## src/rtl/instr_exec_ctrl_pkg.sv

```systemverilog
// Shared definitions for the instruction execution controller: fetch-side
// widths, instruction field positions, opcodes and FSM state encodings.
package instr_exec_ctrl_pkg;

  localparam int INSTR_LEN = 16;
  localparam int IADDR_LEN = 10;
  localparam int N_STAGES  = 3;
  localparam int OPND_W    = 12;

  localparam int OPC_MSB  = 15;
  localparam int OPC_LSB  = 12;
  localparam int OPND_MSB = 11;
  localparam int OPND_LSB = 0;

  localparam logic [3:0] OP_NOP     = 4'd0;
  localparam logic [3:0] OP_EXEC    = 4'd1;
  localparam logic [3:0] OP_SET_CNT = 4'd2;
  localparam logic [3:0] OP_JMP     = 4'd3;
  localparam logic [3:0] OP_JNZ     = 4'd4;
  localparam logic [3:0] OP_YIELD   = 4'd5;

  typedef enum logic [1:0] {
    ST_WAIT_LOAD = 2'd0,
    ST_RUN       = 2'd1,
    ST_INV       = 2'd2,
    ST_SWITCH    = 2'd3
  } state_t;

  // Width of a thread index: MSB(n-1)+1, never less than one bit.
  function automatic int thread_w(input int n);
    return (n <= 2) ? 1 : $clog2(n);
  endfunction

endpackage

```

## src/rtl/instr_exec_ctrl_if.sv

```systemverilog
// Fetch-unit and compute-unit signals seen by the execution controller.
// master = the controller, slave = the fetch/compute side.
interface instr_exec_ctrl_if #(
  parameter int THREAD_W = 4
);
  import instr_exec_ctrl_pkg::*;

  logic [INSTR_LEN-1:0] instruction;
  logic [N_STAGES-1:0]  stage_allow;
  logic                 thread_almost_switched;
  logic [THREAD_W-1:0]  thread_num;
  logic                 INVALIDATE;
  logic                 INSTR_WAIT;
  logic                 EXECUTED;
  logic                 NEXT_THREAD;
  logic                 JUMP;
  logic [IADDR_LEN-1:0] jump_addr;
  logic                 unit_op_valid;
  logic [OPND_W-1:0]    unit_op;
  logic                 unit_op_ready;
  logic                 err;

  modport master (
    input  instruction, stage_allow, thread_almost_switched, thread_num, unit_op_ready,
    output INVALIDATE, INSTR_WAIT, EXECUTED, NEXT_THREAD, JUMP, jump_addr,
           unit_op_valid, unit_op, err
  );

  modport slave (
    output instruction, stage_allow, thread_almost_switched, thread_num, unit_op_ready,
    input  INVALIDATE, INSTR_WAIT, EXECUTED, NEXT_THREAD, JUMP, jump_addr,
           unit_op_valid, unit_op, err
  );

endinterface

```

## src/rtl/instr_exec_ctrl_thread_counters.sv

```systemverilog
// Per-thread loop counters: small distributed RAM, asynchronous read,
// one synchronous write per cycle. Contents are deliberately not reset;
// programs initialise their counter with SET_CNT before using JNZ.
module instr_exec_ctrl_thread_counters #(
  parameter int N_THREADS = 16,
  parameter int ADDR_W    = 4,
  parameter int CNT_W     = 8
) (
  input  logic              CLK,
  input  logic              we,
  input  logic [ADDR_W-1:0] addr,
  input  logic [CNT_W-1:0]  wdata,
  output logic [CNT_W-1:0]  rdata
);

  logic [CNT_W-1:0] mem [N_THREADS];

  // Single write port, same address as the read port (the running thread).
  always_ff @(posedge CLK) begin
    if (we) mem[addr] <= wdata;
  end

  assign rdata = mem[addr];

endmodule

```

## src/rtl/instr_exec_ctrl.sv

```systemverilog
// Execution/retire controller for the sha512unit CPU. Decodes the fetched
// instruction in the same cycle, drives the fetch-unit strobes, keeps the
// per-thread loop counters and hands EXEC operands to the compute unit.
//
//  state     | meaning
//  WAIT_LOAD | waiting for the next thread's first instruction
//  RUN       | decoding and retiring instructions
//  INV       | reserved 2-cycle invalidate variant, unreachable (sets err)
//  SWITCH    | one cycle of NEXT_THREAD (with JUMP for a jump)
module instr_exec_ctrl
  import instr_exec_ctrl_pkg::*;
#(
  parameter int N_CORES   = 4,
  parameter int N_THREADS = 4 * N_CORES,
  parameter int CNT_W     = 8
) (
  input  logic             CLK,
  input  logic             RST,
  instr_exec_ctrl_if.master bus
);

  localparam int THREAD_W = thread_w(N_THREADS);

  state_t               state;
  logic                 instr_valid_q;
  logic                 hold_q;
  logic [INSTR_LEN-1:0] held_instr_q;
  logic                 sw_jump_q;
  logic [IADDR_LEN-1:0] jump_addr_q;
  logic                 inv_q;
  logic                 err_q;

  logic [INSTR_LEN-1:0] cur_instr;
  logic [3:0]           opcode;
  logic [OPND_W-1:0]    operand;
  logic                 instr_valid;
  logic [CNT_W-1:0]     cnt_rd;
  logic [CNT_W-1:0]     cnt_wdata;
  logic                 cnt_we;

  logic executed, instr_wait, invalidate, next_thread, jump, uop_valid;
  logic take_jump, take_yield, illegal, stall;

  // A stalled EXEC is replayed from a local copy so its operand stays stable.
  assign cur_instr   = hold_q ? held_instr_q : bus.instruction;
  assign opcode      = cur_instr[OPC_MSB:OPC_LSB];
  assign operand     = cur_instr[OPND_MSB:OPND_LSB];
  assign instr_valid = (instr_valid_q | hold_q) && (state == ST_RUN);

  instr_exec_ctrl_thread_counters #(
    .N_THREADS (N_THREADS),
    .ADDR_W    (THREAD_W),
    .CNT_W     (CNT_W)
  ) u_cnt (
    .CLK   (CLK),
    .we    (cnt_we),
    .addr  (bus.thread_num[THREAD_W-1:0]),
    .wdata (cnt_wdata),
    .rdata (cnt_rd)
  );

  // Same-cycle decode of the current instruction into fetch/unit strobes.
  always_comb begin
    executed    = 1'b0;
    instr_wait  = 1'b0;
    invalidate  = 1'b0;
    next_thread = 1'b0;
    jump        = 1'b0;
    uop_valid   = 1'b0;
    take_jump   = 1'b0;
    take_yield  = 1'b0;
    illegal     = 1'b0;
    stall       = 1'b0;
    cnt_we      = 1'b0;
    cnt_wdata   = '0;
    case (state)
      ST_RUN: begin
        if (instr_valid) begin
          case (opcode)
            OP_NOP: executed = 1'b1;
            OP_EXEC: begin
              uop_valid = 1'b1;
              if (bus.unit_op_ready) begin
                executed = 1'b1;
              end else begin
                instr_wait = 1'b1;
                stall      = 1'b1;
              end
            end
            OP_SET_CNT: begin
              executed  = 1'b1;
              cnt_we    = 1'b1;
              cnt_wdata = operand[CNT_W-1:0];
            end
            OP_JMP: begin
              invalidate = 1'b1;
              take_jump  = 1'b1;
            end
            OP_JNZ: begin
              if (cnt_rd != '0) begin
                invalidate = 1'b1;
                take_jump  = 1'b1;
                cnt_we     = 1'b1;
                cnt_wdata  = cnt_rd - 1'b1;
              end else begin
                executed = 1'b1;
              end
            end
            OP_YIELD: begin
              invalidate = 1'b1;
              take_yield = 1'b1;
            end
            default: begin
              executed = 1'b1;
              illegal  = 1'b1;
            end
          endcase
        end
      end
      ST_SWITCH: begin
        // A reset arriving in this cycle cancels the thread switch.
        if (!RST) begin
          next_thread = 1'b1;
          jump        = sw_jump_q;
          executed    = !sw_jump_q;
        end
      end
      default: ;
    endcase
  end

  // Sequencing FSM plus stall capture, jump target, and sticky error flag.
  always_ff @(posedge CLK) begin
    if (RST) begin
      state         <= ST_WAIT_LOAD;
      instr_valid_q <= 1'b0;
      hold_q        <= 1'b0;
      held_instr_q  <= '0;
      sw_jump_q     <= 1'b0;
      jump_addr_q   <= '0;
      inv_q         <= 1'b0;
      err_q         <= 1'b0;
    end else begin
      instr_valid_q <= bus.stage_allow[0];
      hold_q        <= stall;
      if (stall) held_instr_q <= cur_instr;
      inv_q <= invalidate;
      if (illegal || (state == ST_INV) || (invalidate && (inv_q || instr_wait)) ||
          (jump && !next_thread)) begin
        err_q <= 1'b1;
      end
      case (state)
        ST_WAIT_LOAD: begin
          if (bus.thread_almost_switched) state <= ST_RUN;
        end
        ST_RUN: begin
          if (take_jump) begin
            state       <= ST_SWITCH;
            sw_jump_q   <= 1'b1;
            jump_addr_q <= operand[IADDR_LEN-1:0];
          end else if (take_yield) begin
            state     <= ST_SWITCH;
            sw_jump_q <= 1'b0;
          end
        end
        ST_SWITCH: state <= ST_WAIT_LOAD;
        default:   state <= ST_WAIT_LOAD;
      endcase
    end
  end

  assign bus.EXECUTED      = executed;
  assign bus.INSTR_WAIT    = instr_wait;
  assign bus.INVALIDATE    = invalidate;
  assign bus.NEXT_THREAD   = next_thread;
  assign bus.JUMP          = jump;
  assign bus.jump_addr     = jump_addr_q;
  assign bus.unit_op_valid = uop_valid;
  assign bus.unit_op       = operand;
  assign bus.err           = err_q;

endmodule

```

## src/flat_wrapper.sv

```systemverilog
// flat-port wrapper written by rule: the top's interface ports become plain ports
module instr_exec_ctrl_flat import instr_exec_ctrl_pkg::*;
#(
  parameter int N_CORES   = 4,
  parameter int N_THREADS = 4 * N_CORES,
  parameter int CNT_W     = 8
)
  (CLK, RST, bus_instruction, bus_stage_allow, bus_thread_almost_switched, bus_thread_num, bus_unit_op_ready, bus_INVALIDATE, bus_INSTR_WAIT, bus_EXECUTED, bus_NEXT_THREAD, bus_JUMP, bus_jump_addr, bus_unit_op_valid, bus_unit_op, bus_err);
  instr_exec_ctrl_if #(.THREAD_W(4)) bus_i ();
  input  logic CLK;
  input  logic RST;
  input wire logic [$bits(bus_i.instruction)-1:0] bus_instruction;
  input wire logic [$bits(bus_i.stage_allow)-1:0] bus_stage_allow;
  input wire logic [$bits(bus_i.thread_almost_switched)-1:0] bus_thread_almost_switched;
  input wire logic [$bits(bus_i.thread_num)-1:0] bus_thread_num;
  input wire logic [$bits(bus_i.unit_op_ready)-1:0] bus_unit_op_ready;
  output wire logic [$bits(bus_i.INVALIDATE)-1:0] bus_INVALIDATE;
  output wire logic [$bits(bus_i.INSTR_WAIT)-1:0] bus_INSTR_WAIT;
  output wire logic [$bits(bus_i.EXECUTED)-1:0] bus_EXECUTED;
  output wire logic [$bits(bus_i.NEXT_THREAD)-1:0] bus_NEXT_THREAD;
  output wire logic [$bits(bus_i.JUMP)-1:0] bus_JUMP;
  output wire logic [$bits(bus_i.jump_addr)-1:0] bus_jump_addr;
  output wire logic [$bits(bus_i.unit_op_valid)-1:0] bus_unit_op_valid;
  output wire logic [$bits(bus_i.unit_op)-1:0] bus_unit_op;
  output wire logic [$bits(bus_i.err)-1:0] bus_err;
  assign bus_i.instruction = bus_instruction;
  assign bus_i.stage_allow = bus_stage_allow;
  assign bus_i.thread_almost_switched = bus_thread_almost_switched;
  assign bus_i.thread_num = bus_thread_num;
  assign bus_i.unit_op_ready = bus_unit_op_ready;
  assign bus_INVALIDATE = bus_i.INVALIDATE;
  assign bus_INSTR_WAIT = bus_i.INSTR_WAIT;
  assign bus_EXECUTED = bus_i.EXECUTED;
  assign bus_NEXT_THREAD = bus_i.NEXT_THREAD;
  assign bus_JUMP = bus_i.JUMP;
  assign bus_jump_addr = bus_i.jump_addr;
  assign bus_unit_op_valid = bus_i.unit_op_valid;
  assign bus_unit_op = bus_i.unit_op;
  assign bus_err = bus_i.err;
  instr_exec_ctrl #(.N_CORES(N_CORES), .N_THREADS(N_THREADS), .CNT_W(CNT_W)) u_core (.CLK(CLK), .RST(RST), .bus(bus_i));
endmodule
```

## config.mk

```make
export PLATFORM = sky130hd
export DESIGN_NAME = instr_exec_ctrl_flat
export DESIGN_NICKNAME = d
export VERILOG_FILES = /design/src/rtl/instr_exec_ctrl_pkg.sv /design/src/rtl/instr_exec_ctrl_if.sv /design/src/rtl/instr_exec_ctrl_thread_counters.sv /design/src/rtl/instr_exec_ctrl.sv /design/src/flat_wrapper.sv
export SDC_FILE = /design/constraint.sdc
export NUM_CORES = 1
export LEC_CHECK = 0
export BUFFER_PORTS_ARGS = -buffer_cell sky130_fd_sc_hd__buf_2
export CAP_MARGIN = 0
export CELL_PAD_IN_SITES_DETAIL_PLACEMENT = 0
export CELL_PAD_IN_SITES_GLOBAL_PLACEMENT = 1
export CORE_ASPECT_RATIO = 1.75
export CORE_MARGIN = 4
export CORE_UTILIZATION = 50
export DETAILED_ROUTE_END_ITERATION = 8
export PLACE_DENSITY_LB_ADDON = 0.1
export SYNTH_ARGS = -nofsm -noshare
export SYNTH_HDL_FRONTEND = slang
export SYNTH_SLANG_ARGS = --single-unit
```

## constraint.sdc

```tcl
create_clock -name CLK -period 4 [get_ports CLK]
set_input_delay 0.2 -clock CLK [delete_from_list [all_inputs] [get_ports CLK]]
set_output_delay 0.2 -clock CLK [all_outputs]
set_load 0.02 [all_outputs]
```

==> reports/metrics.yaml, run 1 <==
coreArea_sq_um: 13910
synth_async_sr_flop_share_pct: 0
hold_path_class: "primary input to register"
drive_gt1_share_pct: 32.54
highest_layer: "met4"
critPathKind: "register to register"
diodes: 0
fill_cells: 1147
io_buffers: 53
dp_slack_ps: -19.90
synth_fp_nets: 490
whs_path_depth: 3
drc: 0
clk_pin_slew_ps: 70
die_h_um: 165.3
timing.hold.ws_ps: 41.59
post-route-util_pct: 58.62
antenna_left: 0
r2r-end: "u_core.u_cnt.mem[3][4]$_DFFE_PP_"
synth.distinct_cells: 61
cts_setup_buffers: 0
finalCriticalPeriod_ps: 3655
layout_setup_ws_ps: 345.5
ys_ff_latch: 161
fmax_mhz: 273.6
routed-wl-met2_mm: 8.498
dieArea_sq_um: 16190
met3_length_um: 527
status: "finished, final reports clean"
reg2reg_depth: 10
grt_pass1_wl_mm: 23.50
hold-path-endpoint: "u_core.state[0]$_SDFFE_PP0P_"
grt_util_all_layers_pct: 19.56
grt_pass1_vias: 4277
critPathArrivalTime_ps: 3710
nNetsFinal: 563
die_x_um: 97.90
r2r_start: "u_core.u_cnt.mem[11][0]$_DFFE_PP_"
r2r_slack_ps: 350
grt_max_degree: 37
worst_slew_pin_slew_ps: 1201
gp_routability_congestion: 0.8671
setup_viol: 0
start_util_pct: 50.85
synth_edf_count: 128
cp-end-kind: "register"
ys_seq_area_share_pct: 63.69
antenna_found_initial: 0
cts_tree: "yes"
cts_buffers: 17
rows: 57
rsz0062_at_grt: "no"
dp_hpwl_mm: 10.96
viasPerCell: 5.688
cp_max_fo: 16
first_pass_iters: 4
final_max_slew_viol_count: 0
drt_wl_total_mm: 15.27
cts_num_sinks: 161
final_cell_area_sq_um: 8153
synth_flop_cell: "edfxtp_1"
synth_area_sq_um: 7072
power_density_nw_per_um2: 429.4
max-slew-margin-rel_pct: 19.78
startpoint_type: "register"
vias: 4118
clock_latency_ps: 420
yosysWarnings: 0
htreeDepth: 4
final_cell_mix: "edfxtp_1 (128), buf_2 (53), nor2_1 (44), buf_4 (39), dfxtp_1 (33)"
wl_met1_mm: 5.811
period_share_pct: 91.36
synthesis.instances: 461
finClkSkew_ps: 10.54
max-cap-violations: 0
cts-root-buf: "clkbuf_16"
hold_viol_final: 0
crit_required_ps: 4060
area_growth_pct: 15.29
hold_start: "bus_thread_almost_switched"
p_leak_nw: 3.165
drtIter0Drc: 238
placed_area_sq_um: 7564
ir_worst_vdd_uv: 260.6
gr-total-overflow: 0
clk_path_buf_depth: 2
layout_commonest_cell: "edfxtp_1"
avgSynthCellArea_sq_um: 15.34
pin_count: 56
wl_per_cell_um: 21.09
-- cells in the mapped netlist, drive strengths merged (12+ instances only) --
cell      n  area [sq um]
mux4     30         720.7
buf      23         185.2
nor3     25         125.1
edfxtp  128          3844
dfxtp    33         660.6
nor4     15         108.9
clkbuf   14         82.58
a22oi    13         97.59
nand2    12         57.55
nor2     45         171.4
inv      20         75.07
a221oi   12         173.9
-- metal layers --
metal / vias to the layer above / global-route usage, %
met1: 2049 / 20.88
met5: - / 0
li1: 1944 / -
met3: 20 / 3.657
met4: 0 / 8.570
met2: 105 / 37.16
-- worst max-delay path by stage --
| stage | start | to | slack [ps] | depth (start not counted) |
|---|---|---|---|---|
| 6_report | u_core.u_cnt.mem[11][0]$_DFFE_PP_ | u_core.u_cnt.mem[3][4]$_DFFE_PP_ | 350 | 10 |
| 5_1_grt | u_core.u_cnt.mem[11][0]$_DFFE_PP_ | u_core.u_cnt.mem[3][4]$_DFFE_PP_ | 60 | 10 |
| 4_1_cts | u_core.u_cnt.mem[11][0]$_DFFE_PP_ | u_core.u_cnt.mem[10][6]$_DFFE_PP_ | 170 | 10 |
| 3_5_place_dp | bus_thread_num[0] | u_core.u_cnt.mem[6][6]$_DFFE_PP_ | -20 | 12 |
| 3_3_place_gp | bus_thread_num[0] | u_core.u_cnt.mem[6][6]$_DFFE_PP_ | 160 | 12 |
| 2_1_floorplan | bus_thread_num[0] | u_core.u_cnt.mem[0][6]$_DFFE_PP_ | 540 | 12 |
-- cell families after synthesis --
family	synth area share, %
flops	63.69
simple gates	8.828
compound gates	7.997
buf+inv	5.131
mux	13.50
xor+xnor	0.4953
fa+ha+maj	0.3538
-- sequential cells by signal, summed over array words and instances (netlist names) --
signal	cells
u_core.u_cnt.mem	128
u_core.held_instr_q	16
u_core.bus.jump_addr	10
u_core.state	2
u_core.bus.err	1
u_core.hold_q	1
u_core.instr_valid_q	1
u_core.inv_q	1
u_core.sw_jump_q	1
-- stage by stage --
step                      TNS [ps]  std cells  power (W)
after floorplan                  0        461   0.001954
after global placement           0        691   0.001993
after detailed placement    -303.1        691   0.001995
after CTS                        0        724   0.003536
after global routing             0        724   0.003621
final                            0        724   0.003501
-- area by class of cell --
cell class,instances,area [sq um],area share [%]
inverters,20,75.07,0.9208
multi-input cells,241,2208,27.09
well taps,177,221.5,2.716
flip-flops and latches,161,4504,55.25
repair buffers,93,568.0,6.967
clock inverters,14,146.4,1.796
clock buffers,18,429.2,5.264
-- report_power, final --
| group | switching, W | total [W] | internal (W) |
|---|---|---|---|
| clock | 0.000713 | 0.00154 | 0.000830 |
| sequential | 0.00000155 | 0.00179 | 0.00178 |
| combinational | 0.000104 | 0.000172 | 0.0000685 |
-- worst max-delay path: stages (launching register included) --
cell and delay (ps):
edfxtp_1 360, mux4_2 490, a22o_1 220, a221oi_2 220, ha_1 220, inv_1 60, o32ai_1 360, o21bai_1 170
xnor2_1 200, a22oi_1 100, nor2_1 890
-- repair_timing --
action | CTS | global route
hold endpoints to repair | 1 | 0
resized for setup | 0 | 1
hold buffers | 1 | 0
setup endpoints to repair | 0 | 16
Note: power is estimated with default switching activity, not from simulation.
==> inputs of run 2 (changes only) <==
==> constraint.sdc (replaced) <==
create_clock -name CLK -period 4.1 [get_ports CLK]
set_input_delay 0.205 -clock CLK [delete_from_list [all_inputs] [get_ports CLK]]
set_output_delay 0.205 -clock CLK [all_outputs]
set_load 0.02 [all_outputs]
==> run 2 against run 1 <==
Net effect: wire length is 1.1% lower; sequential share of layout area fell by 0.051 points; worst hold slack improved by 8.5 ps.
==> reports/metrics.yaml, run 2 (synthesis results as in run 1) <==
diodes: 0  # unchanged
rows: 57  # unchanged
ir_worst_vdd_uv: 315.6  # +21%
finalCriticalPeriod_ps: 3638  # -16.49 ps
die_x_um: 97.90  # unchanged
largest_register: "u_core.u_cnt.mem"
fill_cells: 1102  # -3.9%
drt_wl_total_mm: 15.11  # -1.1%
p_int_w: 0.002677  # -0.20%
wl_per_cell_um: 20.92  # -0.79%
critPathArrivalTime_ps: 3680  # -30 ps
p_leak_nw: 3.170  # +0.16%
share_comb_of_total_power_pct: 4.8  # about the same
rsz0062_at_grt: "no"
vias: 4118  # unchanged
max-slew-margin-rel_pct: 17.78  # -2.0 points
cts_num_sinks: 161  # unchanged
period_share_pct: 88.73  # -2.6 points
clock_latency_ps: 430  # about the same
grt_pass1_wl_mm: 23.44  # -0.26%
nNetsFinal: 561  # -0.36%
drive_gt1_share_pct: 32.29  # -0.25 points
critPathKind: "register to register"
cp-end-kind: "register"
hold_path_class: "primary input to register"
finClkSkew_ps: 19.78  # +9.243 ps
clockPowerShare_pct: 45.1  # +1.0 points
cts_tree: "yes"
worst_slew_pin_slew_ps: 1229  # +27.90 ps
multi_input_area_sq_um: 2208  # unchanged
area_growth_pct: 15.39  # about the same
grt_util_all_layers_pct: 19.41  # -0.15 points
register_area_sq_um: 4504  # unchanged
layout_commonest_cell: "edfxtp_1"
drc: 0  # unchanged
status: "finished, final reports clean"
final_cell_mix: "edfxtp_1 (128), buf_2 (53), nor2_1 (44), buf_4 (37), dfxtp_1 (33)"
cp_max_fo: 16  # unchanged
gp_routability_congestion: 0.8659  # -0.14%
cts_buffers: 17  # unchanged
tns_ps: 0  # unchanged
pin_count: 56  # unchanged
timing.hold.ws_ps: 50.06  # +8.467 ps
io_buffers: 53  # unchanged
coreArea_sq_um: 13910  # unchanged
grt_pass1_vias: 4222  # -1.3%
hold_viol_final: 0  # unchanged
power_density_nw_per_um2: 425.5  # -0.91%
antenna_found_initial: 0  # unchanged
clk_pin_slew_ps: 70  # about the same
dp_hpwl_mm: 10.81  # -1.4%
dieArea_sq_um: 16190  # unchanged
swShare_pct: 22.90  # -0.47 points
seqPwrFrac_pct: 50.2  # -0.8 points
final_max_slew_viol_count: 0  # unchanged
drtIter0Drc: 196  # -18%
first_pass_iters: 5  # +1
largest_register_ffs: 128  # unchanged
setup_viol: 0  # unchanged
fmax_mhz: 274.9  # +0.45%
p_sw_w: 0.0007953  # -2.8%
max-cap-violations: 0  # unchanged
htreeDepth: 4  # unchanged
cts_setup_buffers: 0  # unchanged
viasPerCell: 5.704  # +0.28%
crit_required_ps: 4150  # +90 ps
antenna_left: 0  # unchanged
gr-total-overflow: 0  # unchanged
grt_max_degree: 37  # unchanged
cts-root-buf: "clkbuf_16"
startpoint_type: "register"
die_h_um: 165.3  # unchanged
clk_path_buf_depth: 2  # unchanged
start_util_pct: 50.85  # unchanged
## run 2: changes by cell type in the layout (fill, tap and decap cells not counted), sizes merged
cell	previous run	this run
bufinv	0	1
clkinvlp	3	2
buf	92	90
## run 2: layout make-up
cell class	count	area share, %
Clock buffer	18	5.259
Clock inverter	14	2.070
Inverter	20	0.9200
Tap cell	177	2.714
Multi-Input combinational cell	241	27.06
Sequential cell	161	55.20
Timing Repair Buffer	91	6.777
## run 2: critical path, cell delays in order, from the launching register on
cell      delay, ps
edfxtp_1        380
mux4_2          490
a22o_1          230
a221oi_2        210
ha_1            210
inv_1            60
a311oi_1        280
o21bai_1        190
xnor2_1         190
a22oi_1          80
nor2_1          940
## run 2: timing repair
item,CTS,global route
hold endpoints to repair,1,0
setup endpoints to repair,0,16
hold buffers,1,0
gates resized for setup,0,1
## run 2: routing by layer
| layer | GRT usage (%) | part of all wire, % | up-vias | routed length [um] |
|---|---|---|---|---|
| met5 | 0 | 0 | - | 0 |
| met3 | 4.624 | 3.8 | 20 | 575 |
| met4 | 6.238 | 2.1 | 0 | 316 |
| li1 | - | - | 1939 | - |
| met1 | 21.28 | 38 | 2065 | 5695 |
| met2 | 36.63 | 56 | 94 | 8518 |
## run 2: stage by stage
stage / area [sq um] / total power (W) / utilization (%) / worst slack, ps / instances
2_1_floorplan: 7072 / 0.001906 / - / 631.3 / 461
3_3_place_gp: 7548 / 0.001942 / 54.28 / 265.7 / 689
3_5_place_dp: 7548 / 0.001944 / 54.28 / 102.6 / 689
4_1_cts: 8157 / 0.003507 / 58.65 / 273.2 / 722
5_1_grt: 8160 / 0.003590 / 58.68 / 168.8 / 722
6_report: 8160 / 0.003472 / 58.68 / 462.0 / 722
## run 2: final timing paths
path / start / to / slack [ps] / depth (start not counted)
max: u_core.u_cnt.mem[3][0]$_DFFE_PP_ / u_core.u_cnt.mem[1][4]$_DFFE_PP_ / 460 / 10
min: bus_thread_almost_switched / u_core.state[0]$_SDFFE_PP0P_ / 50 / 3
max reg2reg: u_core.u_cnt.mem[3][0]$_DFFE_PP_ / u_core.u_cnt.mem[1][4]$_DFFE_PP_ / 460 / 10
min reg2reg: u_core.bus.jump_addr[9]$_SDFFE_PP0P_ / u_core.bus.jump_addr[9]$_SDFFE_PP0P_ / 470 / 2
## run 2: power groups by stage
stage,registers (W),logic [W],clock network (W)
6_report,0.00174,0.000165,0.00157
5_1_grt,0.00174,0.000179,0.00167
2_1_floorplan,0.00178,0.000127,0
3_3_place_gp,0.00178,0.000164,0
4_1_cts,0.00174,0.000167,0.00160
3_5_place_dp,0.00178,0.000166,0
